**config.mk**
```make
export PLATFORM = sky130hd
export DESIGN_NAME = photonic_channel_arbiter_flat
export DESIGN_NICKNAME = d
export VERILOG_FILES = /design/src/rtl/photonic_channel_arbiter_if.sv /design/src/rtl/photonic_channel_arbiter.sv /design/src/flat_wrapper.sv
export SDC_FILE = /design/constraint.sdc
export NUM_CORES = 1
export LEC_CHECK = 0
export CORE_UTILIZATION = 47
export DETAILED_ROUTE_END_ITERATION = 16
export HOLD_SLACK_MARGIN = 0.12
export PLACE_DENSITY = 0.92
export SLEW_MARGIN = 40
export SYNTH_ARGS = -nofsm -noshare
export SYNTH_HDL_FRONTEND = slang
export SYNTH_SLANG_ARGS = --single-unit
export TNS_END_PERCENT = 1
```
**constraint.sdc**
```tcl
create_clock -name clk -period 8.4 [get_ports clk]
set_input_delay 1.26 -clock clk [delete_from_list [all_inputs] [get_ports clk]]
set_output_delay 1.26 -clock clk [all_outputs]
set_load 0.03 [all_outputs]
```
**src/rtl/photonic_channel_arbiter_if.sv**
```systemverilog
// Bundle between the photonic channel arbiter and the cluster nodes.
// The arbiter takes the slave side; the nodes (or a bench) drive the master side.
interface photonic_channel_arbiter_if #(
    parameter int N_NODES = 4
);
    logic [15:0]           max_node;
    logic [N_NODES-1:0]    req;
    logic [N_NODES*16-1:0] req_len;
    logic                  data_valid;
    logic [N_NODES-1:0]    grant;
    logic [31:0]           control_tx_packet;
    logic [15:0]           data_rx_node_id;
    logic                  busy;
    logic                  abort;

    modport master (
        output max_node, req, req_len, data_valid,
        input  grant, control_tx_packet, data_rx_node_id, busy, abort
    );

    modport slave (
        input  max_node, req, req_len, data_valid,
        output grant, control_tx_packet, data_rx_node_id, busy, abort
    );
endinterface

```
**src/rtl/photonic_channel_arbiter.sv**
```systemverilog
// Round-robin owner of the shared photonic data channel.
// Grants one node, tracks its burst with a watchdog, then inserts a retune guard.
module photonic_channel_arbiter #(
    parameter int N_NODES      = 4,
    parameter int MAX_BURST    = 16,
    parameter int GUARD_CYCLES = 2,
    parameter int TIMEOUT      = 8
) (
    input  logic clk,
    input  logic rst,
    photonic_channel_arbiter_if.slave bus
);
    localparam int PW = (N_NODES > 1) ? $clog2(N_NODES) : 1;
    localparam int GW = (GUARD_CYCLES > 1) ? $clog2(GUARD_CYCLES) : 1;
    localparam int TW = $clog2(TIMEOUT + 1);
    localparam bit HAS_GUARD = (GUARD_CYCLES > 0);
    localparam logic [GW-1:0] GUARD_LAST =
        GW'((GUARD_CYCLES > 0) ? GUARD_CYCLES - 1 : 0);
    localparam logic [TW-1:0] TO_LAST = TW'(TIMEOUT - 1);
    localparam logic [TW-1:0] TO_FULL = TW'(TIMEOUT);
    localparam logic [15:0] N16   = 16'(N_NODES);
    localparam logic [15:0] MAX16 = 16'(MAX_BURST);

    typedef enum logic [1:0] {
        IDLE,
        GRANT,
        BURST,
        GUARD
    } state_t;

    state_t        state;
    logic [PW-1:0] rr_ptr;
    logic [PW-1:0] win_q;
    logic [15:0]   len_q;
    logic [15:0]   remaining;
    logic [TW-1:0] idle_cnt;
    logic [GW-1:0] guard_cnt;

    logic [15:0]   active;
    logic [15:0]   ptr_eff;
    logic          any_req;
    logic [PW-1:0] win;
    logic [15:0]   win_len;
    logic [PW-1:0] next_ptr;
    logic          last_beat;
    logic          watchdog;
    logic          grant_empty;
    logic          guard_done;
    logic          burst_over;
    logic          to_guard;
    logic          arb_point;

    // Active window and wrapping round-robin search from the pointer.
    always_comb begin
        logic [15:0] idx;
        logic [15:0] wn;
        logic [15:0] raw;
        active  = (bus.max_node > N16) ? N16 : bus.max_node;
        ptr_eff = (16'(rr_ptr) >= active) ? 16'd0 : 16'(rr_ptr);
        any_req = 1'b0;
        win     = '0;
        for (int k = 0; k < N_NODES; k++) begin
            idx = ptr_eff + 16'(k);
            if (idx >= active) idx = idx - active;
            if (!any_req && (16'(k) < active) && bus.req[idx[PW-1:0]]) begin
                any_req = 1'b1;
                win     = idx[PW-1:0];
            end
        end
        raw      = bus.req_len[{win, 4'b0000} +: 16];
        win_len  = (raw > MAX16) ? MAX16 : raw;
        wn       = 16'(win) + 16'd1;
        next_ptr = (wn >= active) ? '0 : PW'(wn);
    end

    // Exit conditions; arbitration also runs on the edge that would enter IDLE.
    always_comb begin
        last_beat   = (state == BURST) && bus.data_valid && (remaining == 16'd1);
        watchdog    = (state == BURST) && !bus.data_valid && (idle_cnt == TO_LAST);
        grant_empty = (state == GRANT) && (len_q == 16'd0);
        guard_done  = (state == GUARD) && (guard_cnt == GUARD_LAST);
        burst_over  = last_beat || watchdog || grant_empty;
        to_guard    = HAS_GUARD && burst_over;
        arb_point   = (state == IDLE) || guard_done || (!HAS_GUARD && burst_over);
    end

    // Channel FSM with registered outputs.
    always_ff @(posedge clk) begin
        if (rst) begin
            state                 <= IDLE;
            rr_ptr                <= '0;
            win_q                 <= '0;
            len_q                 <= '0;
            remaining             <= '0;
            idle_cnt              <= '0;
            guard_cnt             <= '0;
            bus.grant             <= '0;
            bus.control_tx_packet <= '0;
            bus.data_rx_node_id   <= '0;
            bus.busy              <= 1'b0;
            bus.abort             <= 1'b0;
        end else begin
            bus.control_tx_packet <= '0;
            bus.abort             <= 1'b0;
            unique case (state)
                IDLE: ;
                GRANT: begin
                    if (len_q != 16'd0) begin
                        remaining           <= len_q;
                        idle_cnt            <= '0;
                        bus.data_rx_node_id <= 16'(win_q) + 16'd1;
                        state               <= BURST;
                    end
                end
                BURST: begin
                    if (bus.data_valid) begin
                        remaining <= remaining - 16'd1;
                        idle_cnt  <= '0;
                    end else if (idle_cnt != TO_FULL) begin
                        idle_cnt <= idle_cnt + 1'b1;
                    end
                    if (watchdog) bus.abort <= 1'b1;
                end
                GUARD: guard_cnt <= guard_cnt + 1'b1;
            endcase
            if (to_guard) begin
                state               <= GUARD;
                guard_cnt           <= '0;
                bus.grant           <= '0;
                bus.data_rx_node_id <= '0;
            end
            if (arb_point) begin
                state               <= IDLE;
                bus.grant           <= '0;
                bus.data_rx_node_id <= '0;
                bus.busy            <= 1'b0;
                if (any_req) begin
                    state                 <= GRANT;
                    win_q                 <= win;
                    len_q                 <= win_len;
                    rr_ptr                <= next_ptr;
                    bus.grant             <= N_NODES'(1) << win;
                    bus.busy              <= 1'b1;
                    bus.control_tx_packet <= {16'(win) + 16'd1, win_len};
                end
            end
        end
    end
endmodule
```
**src/flat_wrapper.sv**
```systemverilog
// flat-port wrapper written by rule: the top's interface ports become plain ports
module photonic_channel_arbiter_flat 
#(
    parameter int N_NODES      = 4,
    parameter int MAX_BURST    = 16,
    parameter int GUARD_CYCLES = 2,
    parameter int TIMEOUT      = 8
)
  (clk, rst, bus_max_node, bus_req, bus_req_len, bus_data_valid, bus_grant, bus_control_tx_packet, bus_data_rx_node_id, bus_busy, bus_abort);
  photonic_channel_arbiter_if #(.N_NODES(N_NODES)) bus_i ();
  input  logic clk;
  input  logic rst;
  input wire logic [$bits(bus_i.max_node)-1:0] bus_max_node;
  input wire logic [$bits(bus_i.req)-1:0] bus_req;
  input wire logic [$bits(bus_i.req_len)-1:0] bus_req_len;
  input wire logic [$bits(bus_i.data_valid)-1:0] bus_data_valid;
  output wire logic [$bits(bus_i.grant)-1:0] bus_grant;
  output wire logic [$bits(bus_i.control_tx_packet)-1:0] bus_control_tx_packet;
  output wire logic [$bits(bus_i.data_rx_node_id)-1:0] bus_data_rx_node_id;
  output wire logic [$bits(bus_i.busy)-1:0] bus_busy;
  output wire logic [$bits(bus_i.abort)-1:0] bus_abort;
  assign bus_i.max_node = bus_max_node;
  assign bus_i.req = bus_req;
  assign bus_i.req_len = bus_req_len;
  assign bus_i.data_valid = bus_data_valid;
  assign bus_grant = bus_i.grant;
  assign bus_control_tx_packet = bus_i.control_tx_packet;
  assign bus_data_rx_node_id = bus_i.data_rx_node_id;
  assign bus_busy = bus_i.busy;
  assign bus_abort = bus_i.abort;
  photonic_channel_arbiter #(.N_NODES(N_NODES), .MAX_BURST(MAX_BURST), .GUARD_CYCLES(GUARD_CYCLES), .TIMEOUT(TIMEOUT)) u_core (.clk(clk), .rst(rst), .bus(bus_i));
endmodule
```
# After elaboration in Yosys (flattened, before gate mapping)
# Index checks and enable logic that the tools add are counted.
word_totals:
  ff_bits: 97
  in_bits: 87
  out_inout_bits: 54
op_classes:
  addsub: 12
  n_lt_le_gt_ge: 16
  eq_ne: 9
  n_shift: 2
  n_mux: 41
  bitwise: 3
  reduce_logical: 36
ops:
  columns: ["cell", "count"]
  rows:
  - ["$mux 16", 4]
  - ["$shiftx 64x7->16", 1]
  - ["$ge 16x16->1", 3]
  - ["$ge 2x16->1", 2]
  - ["$lt 1x16->1 const A", 2]
  - ["$lt 2x16->1 const A", 2]
  - ["$pmux 16 s2", 1]
  - ["$mux 2", 14]
  - ["$mux 4", 6]
  - ["$eq 16x1->1 const B", 1]
  - ["$ge 3x16->1", 1]
  - ["$gt 16x3->1 const B", 1]
  - ["$gt 16x5->1 const B", 1]
  - ["$logic_not 16->1", 1]
  - ["$reduce_bool 16->1", 1]
  - ["$sub 16x1->16 const B", 1]
  - ["$logic_and 1x1->1", 13]
  - ["$lt 2x3->1 const B", 4]
  - ["$mux 1", 11]
  - ["$add 2x1->3 const B", 3]
  - ["$bmux 1 s2", 4]
  - ["$pmux 4 s2", 1]
  - ["$sub 2x2->2", 4]
  - ["$add 2x2->3 const B", 2]
  - ["19 further kinds", 35]

# Depth between registers and ports, before layout
logic_depth:
  ltp_word: 25
  mapped_depth: 25

# Worst setup path before layout
# OpenSTA, ideal clock, no wires.
synth_path:
  path_kind: "input to register"
  startpoint: "input port bus_max_node[4]"
  endpoint: "register u_core.rr_ptr[0]"
  setup_ns: 0.065
  arrival_ns: 6.738
  required_time_ns: 8.335
  slack_ns: 1.597
  stages: 24
  path_cell_list: "nor4_2 nand4_2 inv_1 nand2_1 ha_1 nor2_1 o21ai_1 ha_1 inv_1 fa_1 nor2b_1 o31ai_1 a22oi_1 mux2_2 nand2_1 nand2_1 o41ai_2 o32ai_4 buf_2 ha_1 ha_1 o21a_1 o32a_1 nor2_1"
synth_via:
  elab_chain_cells: 25
synth_rtl:
  columns: ["item", "line_no", "rtl"]
  rows:
  - ["start: declaration", "flat_wrapper.sv:13", "input wire logic [$bits(bus_i.max_node)-1:0] bus_max_node;"]
  - ["$gt 16x3->1", "photonic_channel_arbiter.sv:58", "active = (bus.max_node > N16) ? N16 : bus.max_node;"]
  - ["$mux 16 *", "photonic_channel_arbiter.sv:58", null]
  - ["$ge 2x16->1", "photonic_channel_arbiter.sv:59", "ptr_eff = (16'(rr_ptr) >= active) ? 16'd0 : 16'(rr_ptr);"]
  - ["$mux 2", "photonic_channel_arbiter.sv:59", null]
  - ["$ge 2x16->1 / $sub 2x2->2 (equally long branches)", "photonic_channel_arbiter.sv:64", "if (idx >= active) idx = idx - active;"]
  - ["$mux 2", "photonic_channel_arbiter.sv:64", null]
  - ["$bmux 1 s2", "photonic_channel_arbiter.sv:65", "if (!any_req && (16'(k) < active) && bus.req[idx[PW-1:0]]) begin"]
  - ["$mux 1 (implied by the code)", "photonic_channel_arbiter.sv:65", null]
  - ["[... 9 more ...]", null, null]
  - ["$mux 1", "photonic_channel_arbiter.sv:65", null]
  - ["$logic_not 1->1", "photonic_channel_arbiter.sv:65", null]
  - ["$logic_and 1x1->1 (2 in series)", "photonic_channel_arbiter.sv:65", null]
  - ["$mux 2 *", "photonic_channel_arbiter.sv:65", null]
  - ["via u_core.win[0]", "photonic_channel_arbiter.sv:42", "logic [PW-1:0] win;"]
  - ["$add 2x1->3 *", "photonic_channel_arbiter.sv:72", "wn = 16'(win) + 16'd1;"]
  - ["$ge 3x16->1", "photonic_channel_arbiter.sv:73", "next_ptr = (wn >= active) ? '0 : PW'(wn);"]
  - ["$mux 2 *", "photonic_channel_arbiter.sv:73", null]
  - ["end signal: assignment", "photonic_channel_arbiter.sv:141", "rr_ptr <= next_ptr;"]
  - ["end: declaration", "photonic_channel_arbiter.sv:32", "logic [PW-1:0] rr_ptr;"]
# Mark *: on every way through the listed nets, which the timed path passes. The rest lies on a longest branch. The select of a mux whose other input is x is not followed.
# A chain may end at the register's enable or synchronous reset.

# Worst setup path after layout
layout_path:
  startpoint: "input port bus_max_node[4]"
  endpoint: "register u_core.rr_ptr[1]"
layout_via:
  elab_chain_cells: 25
layout_rtl:
  columns: ["item", "line_no"]
  rows:
  - ["$gt 16x3->1", "photonic_channel_arbiter.sv:58"]
  - ["$mux 16 *", "photonic_channel_arbiter.sv:58"]
  - ["$ge 2x16->1", "photonic_channel_arbiter.sv:59"]
  - ["$mux 2", "photonic_channel_arbiter.sv:59"]
  - ["$ge 2x16->1 / $sub 2x2->2 (equally long branches)", "photonic_channel_arbiter.sv:64"]
  - ["$mux 2", "photonic_channel_arbiter.sv:64"]
  - ["$bmux 1 s2", "photonic_channel_arbiter.sv:65"]
  - ["$mux 1 (implied by the code)", "photonic_channel_arbiter.sv:65"]
  - ["[... 7 more ...]", null]
  - ["$logic_and 1x1->1 (2 in series)", "photonic_channel_arbiter.sv:65"]
  - ["$mux 1", "photonic_channel_arbiter.sv:65"]
  - ["$logic_not 1->1", "photonic_channel_arbiter.sv:65"]
  - ["$logic_and 1x1->1 (2 in series)", "photonic_channel_arbiter.sv:65"]
  - ["$mux 2", "photonic_channel_arbiter.sv:65"]
  - ["$add 2x1->3", "photonic_channel_arbiter.sv:72"]
  - ["$ge 3x16->1", "photonic_channel_arbiter.sv:73"]
  - ["$mux 2", "photonic_channel_arbiter.sv:73"]
# Mark *: on every way between the ends. The rest lies on a longest branch, timed or not. The select of a mux whose other input is x is not followed.

==> flow_metrics.py <==
metrics = {
    "worst_setup_path": {
        "reg2regPathDepth": 20,
        "worstPathArrival_ps": 7510,
        "crit_required_ps": 8680,
        "crit_fanout": 10,
        "r2r-end": "u_core.rr_ptr[1]",
        "worstSetupPathType": "in2reg",
        "r2r_slack_ps": 3000,
        "start_kind": "input pin",
        "r2r-start": "u_core.rr_ptr[1]",
        "cp-end-kind": "register",
    },
    "yosys": {
        "ys_seq_area_frac": 0.322,
        "yosysTopAreaCell": "dfxtp_1",
        "ys_ff_latch": 71,
        "synth-main-ff-cell": "dfxtp_1",
        "synth_area_um2": 4410,
        "synth_edf_count": 0,
        "netlist.area_leader.share": 0.322,
        "avgSynthCellArea_um2": 8.27,
        "synth_common_cells": "71 x dfxtp_1, 58 x nor2_1, 45 x nand2_1, 35 x a21oi_1, 28 x o21ai_0",
        "ys_async_sr_fraction": 0,
        "synth.distinct_cells": 69,
        "yosysMostFrequentCell": "dfxtp_1",
        "syn_inst": 533,
        "ys_top_cells_by_area": "dfxtp_1 32%, ha_1 6.2%, nor2_1 4.9%, buf_4 4.4%, a21oi_1 4.0%",
        "ys_warn_count": 0,
    },
    "pwr": {
        "p_total_mw": 1.56,
        "p_leak_nw": 2.38,
        "ir_worst_vdd_uv": 188,
        "p_per_area_nw_per_um2": 268,
    },
    "sta": {
        "setup_violations": 0,
        "hold_viol_final": 0,
        "slew_headroom": 0.419,
        "setup_tns_ps": 0,
        "fin_crit_ps": 7230,
        "tightest_slew_ps": 871,
        "hold-worst-slack_ps": 452,
        "fmaxAchievable_mhz": 138,
        "timing.final.max_slew_violations": 0,
        "fin_skew_ps": 9.12,
        "grt_setup_unrepaired": "no",
        "fin_crit_sh": 0.860,
    },
    "global_route": {
        "antenna_found_initial": 0,
        "grt_pass1_vias": 4464,
        "grt_use_total": 0.256,
        "grt_pass1_wl_um": 20200,
        "grt_overflow": 0,
        "grt_max_degree": 31,
    },
    "finish": {
        "regArea_um2": 1420,
        "antenna_cells": 0,
        "multiInputGateArea_um2": 2790,
        "drive_gt1_frac": 0.0742,
        "final_core_util": 0.653,
        "num-fill-cells": 714,
        "fin_nets": 768,
        "syn_to_final_growth_pct": 31.7,
    },
    "route": {
        "via_per_inst": 5.81,
        "drtPass1Iterations": 5,
        "wl_per_cell_um": 15.9,
        "wl_um": 12200,
        "vias": 4464,
        "drtIter0Drc": 377,
        "antenna_left": 0,
        "drcViolationCount": 0,
    },
    "status": {
        "outcome": "finished clean",
    },
    "floorplan": {
        "coreArea_um2": 8890,
        "die-area_um2": 9780,
        "ioPinCount": 141,
        "die_h_um": 98.9,
        "die_width_um": 98.9,
        "rows": 34,
        "start_util": 0.496,
    },
    "clock_tree": {
        "cts_max_level": 3,
        "cts_buffers": 9,
        "post-cts-setup-buffers": 0,
        "path_clk_slew_ps": 80,
        "insertion_delay_ps": 350,
        "cts_tree": "yes",
        "cts_hold_buf": 0,
        "cts_resized": 0,
        "clkSinkCount": 71,
        "clock_path_buffers": 2,
        "cts_root_buf": "clkbuf_8",
    },
    "hold_path": {
        "min_delay_path_depth": 1,
        "holdPathEnd": "u_core.bus.grant[3]",
        "hp-start": "u_core.bus.grant[3]",
        "worstHoldPathType": "reg2reg",
    },
    "placement": {
        "place_congestion": 0.937,
        "numPortBuffers": 114,
        "dp_hpwl_um": 9370,
    },
    "job": {
        "maxCapViolCount": 0,
    },
}
-- final cells by class --
cell class	count	share of cell area
Timing Repair Buffer	121	0.205
Clock inverter	7	0.0125
Sequential cell	71	0.245
Tap cell	108	0.0233
Multi-Input combinational cell	433	0.481
Inverter	19	0.0123
Clock buffer	9	0.0213
-- metrics by stage --
stage                     cells  setup slack, ps  instance area (um^2)
after floorplan             569             1600                  4550
after global placement      751              990                  5590
after detailed placement    751              683                  5600
after CTS                   767             1070                  5800
after global routing        768              685                  5810
final                       768             1170                  5810
-- state kept, by name (all words and copies together) (netlist names) --
name,count
u_core.bus.grant,4
u_core.bus.abort,1
u_core.remaining,16
u_core.win_q,2
u_core.bus.busy,1
u_core.guard_cnt,1
u_core.idle_cnt,4
u_core.len_q,16
u_core.rr_ptr,2
u_core.bus.control_tx_packet,19
u_core.state,2
u_core.bus.data_rx_node_id,3
-- worst max-delay path by stage --
stage | to | slack [ps] | startpoint
2_1_floorplan | u_core.rr_ptr[0] | 1600 | bus_max_node[4]
3_3_place_gp | u_core.rr_ptr[1] | 990 | bus_max_node[4]
3_5_place_dp | u_core.rr_ptr[1] | 680 | bus_max_node[4]
4_1_cts | u_core.rr_ptr[1] | 1070 | bus_max_node[4]
5_1_grt | u_core.rr_ptr[1] | 680 | bus_max_node[4]
6_report | u_core.rr_ptr[1] | 1170 | bus_max_node[4]
-- layer usage --
| layer | track usage | vias to the layer above | wire length (um) | share of wire |
|---|---|---|---|---|
| li1 | - | 2113 | - | - |
| met4 | 0.0861 | 0 | 235 | 0.019 |
| met1 | 0.289 | 2085 | 4860 | 0.40 |
| met2 | 0.453 | 240 | 5990 | 0.49 |
| met3 | 0.0830 | 26 | 1090 | 0.089 |
| met5 | 0 | - | 0 | 0 |
-- layout by cell type, fill, tap and decap left out, types with 4 or more instances in the layout --
master           count
clkdlybuf4s50_1    114
dfxtp_1             71
nor2_1              58
nand2_1             45
conb_1              37
a21oi_1             35
o21ai_0             28
ha_1                22
nor4_1              19
nor3_1              18
inv_1               17
mux2i_1             17
and2_1              17
nand3_1             10
clkbuf_8             9
a22oi_1              8
nand2b_1             7
buf_4                7
o21ai_1              6
mux2_2               6
a211oi_1             6
a21o_1               5
a31oi_1              5
nor2b_1              4
fa_1                 4
-- logic make-up after synthesis --
logic type,share of synthesized area
compound gates,0.206
flops,0.322
fa+ha+maj,0.0806
simple gates,0.241
other cells,0.000850
mux,0.0650
xor+xnor,0.00596
buf+inv,0.0783
-- worst max-delay path, cell delays in order --
cell,delay [ps]
clkdlybuf4s50_1,420
nor4_2,390
nand4_2,150
inv_1,110
nand2_1,170
ha_1,350
a21oi_1,170
o21ai_0,220
ha_1,480
inv_1,170
fa_1,420
nor2b_1,230
o31ai_1,110
a22oi_1,360
mux2_2,400
nand2_1,60
nand2_1,80
o41ai_2,430
o32ai_4,250
ha_1,390
ha_1,300
a21boi_0,130
o21ai_0,180
nand4b_1,110
a21oi_1,140
-- report_power, final --
part	switching [mW]	internal (mW)	leakage [nW]
combinational	0.511	0.341	1.70
clock	0.134	0.138	0.101
sequential	0.0447	0.386	0.580
No activity file was read; power rests on OpenSTA's default activity.
